===== src/rtl/channel_scan_mux.sv =====
// Registered N_CH x CH_W channel selector with manual and timed auto-scan modes.
// Feeds one held channel slice, its index and an update strobe to the display path.
module channel_scan_mux #(
    parameter int CH_W        = 8,
    parameter int N_CH        = 3,
    parameter int SCAN_PERIOD = 100_000_000,
    localparam int SEL_W      = (N_CH > 2) ? $clog2(N_CH) : 1,
    localparam int CNT_W      = (SCAN_PERIOD > 2) ? $clog2(SCAN_PERIOD) : 1
) (
    input  logic                   clk,
    input  logic                   reset,
    input  logic [N_CH*CH_W-1:0]   data_in,
    input  logic                   data_valid,
    input  logic [SEL_W-1:0]       sel,
    input  logic                   mode,
    input  logic                   freeze,
    output logic [CH_W-1:0]        channel_out,
    output logic [SEL_W-1:0]       channel_idx,
    output logic                   out_valid
);

    typedef enum logic {
        ST_MANUAL = 1'b0,
        ST_SCAN   = 1'b1
    } state_t;

    state_t                 r_state;
    state_t                 w_state_next;
    logic [CNT_W-1:0]       r_cnt;
    logic [CNT_W-1:0]       w_cnt_next;
    logic [SEL_W-1:0]       r_idx;
    logic [SEL_W-1:0]       w_idx_next;
    logic [SEL_W-1:0]       w_idx_wrap;
    logic [N_CH*CH_W-1:0]   r_hold;
    logic [N_CH*CH_W-1:0]   w_word;
    logic [CH_W-1:0]        r_out;
    logic                   r_out_valid;
    logic                   w_tick;

    function automatic logic in_range(input logic [SEL_W-1:0] idx);
        return ({1'b0, idx} < (SEL_W+1)'(N_CH));
    endfunction

    // Out-of-range manual indices map to channel 0 when scanning starts.
    function automatic logic [SEL_W-1:0] clamp_idx(input logic [SEL_W-1:0] idx);
        return in_range(idx) ? idx : '0;
    endfunction

    function automatic logic [CH_W-1:0] pick(input logic [N_CH*CH_W-1:0] word,
                                             input logic [SEL_W-1:0]     idx);
        logic [CH_W-1:0] slice;
        slice = '0;
        for (int k = 0; k < N_CH; k++) begin
            if (idx == SEL_W'(k)) begin
                slice = word[k*CH_W +: CH_W];
            end
        end
        return slice;
    endfunction

    assign w_word     = data_valid ? data_in : r_hold;
    assign w_tick     = (r_cnt == CNT_W'(SCAN_PERIOD - 1));
    assign w_idx_wrap = (r_idx == SEL_W'(N_CH - 1)) ? '0 : r_idx + 1'b1;

    always_ff @(posedge clk) begin
        if (reset) begin
            r_state <= ST_MANUAL;
        end else begin
            r_state <= w_state_next;
        end
    end

    always_comb begin
        w_state_next = r_state;
        case (r_state)
            ST_MANUAL: if (mode)  w_state_next = ST_SCAN;
            ST_SCAN:   if (!mode) w_state_next = ST_MANUAL;
            default:   w_state_next = ST_MANUAL;
        endcase
    end

    // Leaving scan takes priority over a period tick in the same cycle.
    always_comb begin
        w_idx_next = r_idx;
        w_cnt_next = '0;
        case (r_state)
            ST_MANUAL: begin
                w_idx_next = mode ? clamp_idx(sel) : sel;
            end
            ST_SCAN: begin
                if (!mode) begin
                    w_idx_next = sel;
                end else if (freeze) begin
                    w_cnt_next = r_cnt;
                end else if (w_tick) begin
                    w_idx_next = w_idx_wrap;
                end else begin
                    w_cnt_next = r_cnt + 1'b1;
                end
            end
            default: begin
                w_idx_next = '0;
            end
        endcase
    end

    always_ff @(posedge clk) begin
        if (reset) begin
            r_hold      <= '0;
            r_cnt       <= '0;
            r_idx       <= '0;
            r_out       <= '0;
            r_out_valid <= 1'b0;
        end else begin
            r_hold      <= w_word;
            r_cnt       <= w_cnt_next;
            r_idx       <= w_idx_next;
            r_out       <= pick(w_word, w_idx_next);
            r_out_valid <= data_valid | (w_idx_next != r_idx) | (w_state_next != r_state);
        end
    end

    assign channel_out = r_out;
    assign channel_idx = r_idx;
    assign out_valid   = r_out_valid;

endmodule

===== config.mk =====
export PLATFORM = sky130hd
export DESIGN_NAME = channel_scan_mux
export DESIGN_NICKNAME = d
export VERILOG_FILES = /design/src/rtl/channel_scan_mux.sv
export SDC_FILE = /design/constraint.sdc
export NUM_CORES = 1
export LEC_CHECK = 0
export ABC_AREA = 0
export CORE_ASPECT_RATIO = 0.6
export CORE_MARGIN = 5
export CORE_UTILIZATION = 45
export CTS_BUF_LIST = sky130_fd_sc_hd__clkbuf_4 sky130_fd_sc_hd__clkbuf_8
export DETAILED_ROUTE_END_ITERATION = 6
export PLACE_DENSITY_LB_ADDON = 0.05
export SYNTH_ARGS = -nofsm -noshare
export SYNTH_HDL_FRONTEND = slang
export SYNTH_SLANG_ARGS = --single-unit

===== constraint.sdc =====
create_clock -name clk -period 2.9 [get_ports clk]
set_input_delay 0.435 -clock clk [delete_from_list [all_inputs] [get_ports clk]]
set_output_delay 0.435 -clock clk [all_outputs]
set_load 0.05 [all_outputs]

==> flow_metrics.tcl <==
set metrics [dict create \
    run_status "complete, no violations" \
    finalCriticalPeriod_ns 2.26 \
    worst-path-buf-inv 1 \
    drc 0 \
    cp_slowest_cell "a21oi_1" \
    skew_ns 0.00679 \
    fmax_ghz 0.443 \
    holdPathStages 2 \
    overflow 0 \
    finalNetCount 366 \
    path_cells "clkdlybuf4s50_1 -> and4b_1 -> and4_4 -> nand2_1 -> mux2i_1 -> a21oi_1 -> a221o_1" \
    grt_max_degree 30 \
    critPathKind "input pin to flip-flop" \
    pre_cts_slack_ns 0.313 \
    yosysTopAreaCellShare 0.458 \
    synthToLayoutAreaGrowth_pct 24.8 \
    min_from "r_hold[15]" \
    drive_above_1_share 0.0740 \
    globalplace.congestion 0.766 \
    rr_worst_depth 6 \
    synth_area_per_cell_um2 9.39 \
    cts_buffers 9 \
    syn_area_um2 2750 \
    syn_inst 293 \
    row_count 22 \
    hold_end "r_hold[15]" \
    cp-end-kind "flip-flop" \
    synth_ff_type "dfxtp_1" \
    startpoint_type "input pin" \
    ys_ff_latch 63 \
    yosysSeqAreaShare 0.458 \
    die_h_um 70.6 \
    viasPerCell 4.94 \
    p_per_area_nw_per_um2 571 \
    io_buffers 41 \
    worstReg2RegEnd "channel_out[3]" \
    cts_hold_buf 0 \
    ys_types 42 \
    worst_slew_pin_slew_ns 0.634 \
    drtIter0Drc 138 \
    hpwl_um 4050 \
    clkSlewWorstSetupHoldPaths_ns 0.07 \
    ant_nets 0 \
    synth_nets 326 \
    timing.final.ws_setup_ns 0.644 \
    rsz0062_at_grt "false" \
    slowest_delay_ns 0.55 \
    async_flop_share 0 \
    relSlewSlack 0.577 \
    peakVddDrop_mv 0.248 \
    cts_tree "built" \
    final-setup-viol-count 0 \
    grtUsageTotal 0.156 \
    hold_class "flip-flop to flip-flop" \
    maxCapViolations 0 \
    clk_path_buf_depth 2 \
    drtPass1Iterations 4 \
    wl_per_cell_um 13.8 \
    synthTopCellsByArea "dfxtp_1, mux2i_1, nor2_1, xnor2_1, xor2_1" \
    cpLargestDelayFamily "compound AO/OA/AOI/OAI gates" \
    cts_setup_buffers 0 \
    leakage_nw 1.31 \
    worst-endpoint-arrival_ns 2.54 \
    ys_warn_count 0 \
    cts_root_buf "clkbuf_8" \
    clkSinkCount 63 \
    ctsResizeCount 0 \
    fp.dieW_um 111 \
    synth_edf_count 0 \
    period_share 0.778 \
    antenna_found_initial 0 \
    dieArea_um2 7830 \
    r2r-start "r_cnt[13]" \
    hold_viol_final 0 \
    routed_wl_um 5830 \
    grt_pass1_vias 1946 \
    slew_violations 0 \
    vias 2085 \
    tns_ns 0 \
    grt_pass1_wl_um 9760 \
    start_util 0.456 \
    clock_latency_ns 0.34 \
    r2r_setup_slack_ns 0.75 \
    diodes 0 \
    yosysTopAreaCell "dfxtp_1" \
    worstPathRequired_ns 3.18 \
    cts_max_level 3 \
    cp_max_fo 7 \
    pin_count 42 \
    core_region_area_um2 6030 \
]
==> cell type report <==
| class | count | area [µm²] |
|---|---|---|
| clock buffers | 9 | 124 |
| clock inverters | 7 | 97.6 |
| fillers | 567 | 2590 |
| inverters | 2 | 7.51 |
| multi-input cells | 212 | 1400 |
| flip-flops and latches | 63 | 1260 |
| well taps | 84 | 105 |
| repair buffers | 45 | 440 |
==> worst reg2reg max path, stage by stage, from the launching register on <==
cell	delay [ns]
dfxtp_1	0.40
nor4bb_1	0.35
and4_4	0.31
nand2_1	0.09
mux2i_1	0.14
a21oi_1	0.55
a221o_1	0.26
==> layout by cell type, fill, tap and decap left out, types with 5 or more instances in the layout <==
| cell type | count |
|---|---|
| xnor2_1 | 14 |
| o21ai_0 | 5 |
| nor2b_1 | 5 |
| xor2_1 | 13 |
| a221o_1 | 7 |
| clkbuf_8 | 9 |
| mux2i_1 | 27 |
| nand2_1 | 14 |
| clkdlybuf4s50_1 | 41 |
| dfxtp_1 | 63 |
| nor2_1 | 61 |
| a21boi_0 | 7 |
| nand4_1 | 6 |
| nand3_1 | 12 |
==> flip-flops by register name, summed over array words and instances, names as in the netlist <==
name	cells
channel_idx	2
channel_out	8
out_valid	1
r_cnt	27
r_hold	24
r_state	1
==> cell usage after synthesis (2+ instances only) <==
cell type and n:
buf_2 2, and4_1 4, mux2i_1 27, a21o_1 2, xor2_1 13, ha_1 2, nand3b_1 3, nor3b_1 2
a21oi_1 3, nand2_1 14, nand4_1 6, and2_1 2, nor2b_1 5, dfxtp_1 63, xnor2_1 14, clkbuf_1 10
and4b_1 3, a221o_1 7, nand3_1 12, nor2_1 61, buf_6 3, and3_1 4, inv_1 2, a21boi_0 7
o21ai_0 5
==> routing by layer <==
| layer | track usage | routed length, µm | vias up |
|---|---|---|---|
| met5 | 0 | 0 | - |
| li1 | - | - | 1088 |
| met1 | 0.238 | 3310 | 936 |
| met2 | 0.196 | 2190 | 54 |
| met4 | 0.0574 | 59 | 0 |
| met3 | 0.0556 | 280 | 7 |
==> logic make-up after synthesis <==
kind of cell | after synthesis | share of synthesized area
compound gates | 31 | 0.0891
buf+inv | 18 | 0.0337
mux | 27 | 0.0982
simple gates | 125 | 0.226
fa+ha+maj | 2 | 0.00909
xor+xnor | 27 | 0.0859
flops | 63 | 0.458
==> report_power, final <==
group	switching, mW	internal (mW)	leakage (nW)
clock network	0.351	0.484	0.105
registers	0.0139	0.897	0.515
logic	0.114	0.101	0.687
total	0.479	1.48	1.31
==> metrics by stage <==
step                      hold WS, ns  utilization  cell area (µm²)  instances  power (mW)
final                           0.504        0.570             3430        422        1.96
after global routing            0.540        0.570             3430        422        2.04
after CTS                       0.512        0.570             3430        422        1.99
after detailed placement        0.497        0.533             3210        406        1.15
after global placement          0.483        0.533             3210        406        1.15
after floorplan                 0.464            -             2750        293        1.06
==> worst max path at each step <==
| stage | startpoint | endpoint | slack (ns) | depth (start not counted) |
|---|---|---|---|---|
| after detailed placement | freeze | channel_out[3] | 0.31 | 7 |
| after global routing | freeze | channel_out[0] | 0.54 | 7 |
| final | freeze | channel_out[3] | 0.64 | 7 |
| after floorplan | r_cnt[0] | channel_out[6] | 0.76 | 10 |
| after CTS | freeze | channel_out[3] | 0.69 | 7 |
| after global placement | freeze | channel_out[1] | 0.38 | 7 |
No activity file was read; power rests on OpenSTA's default activity.
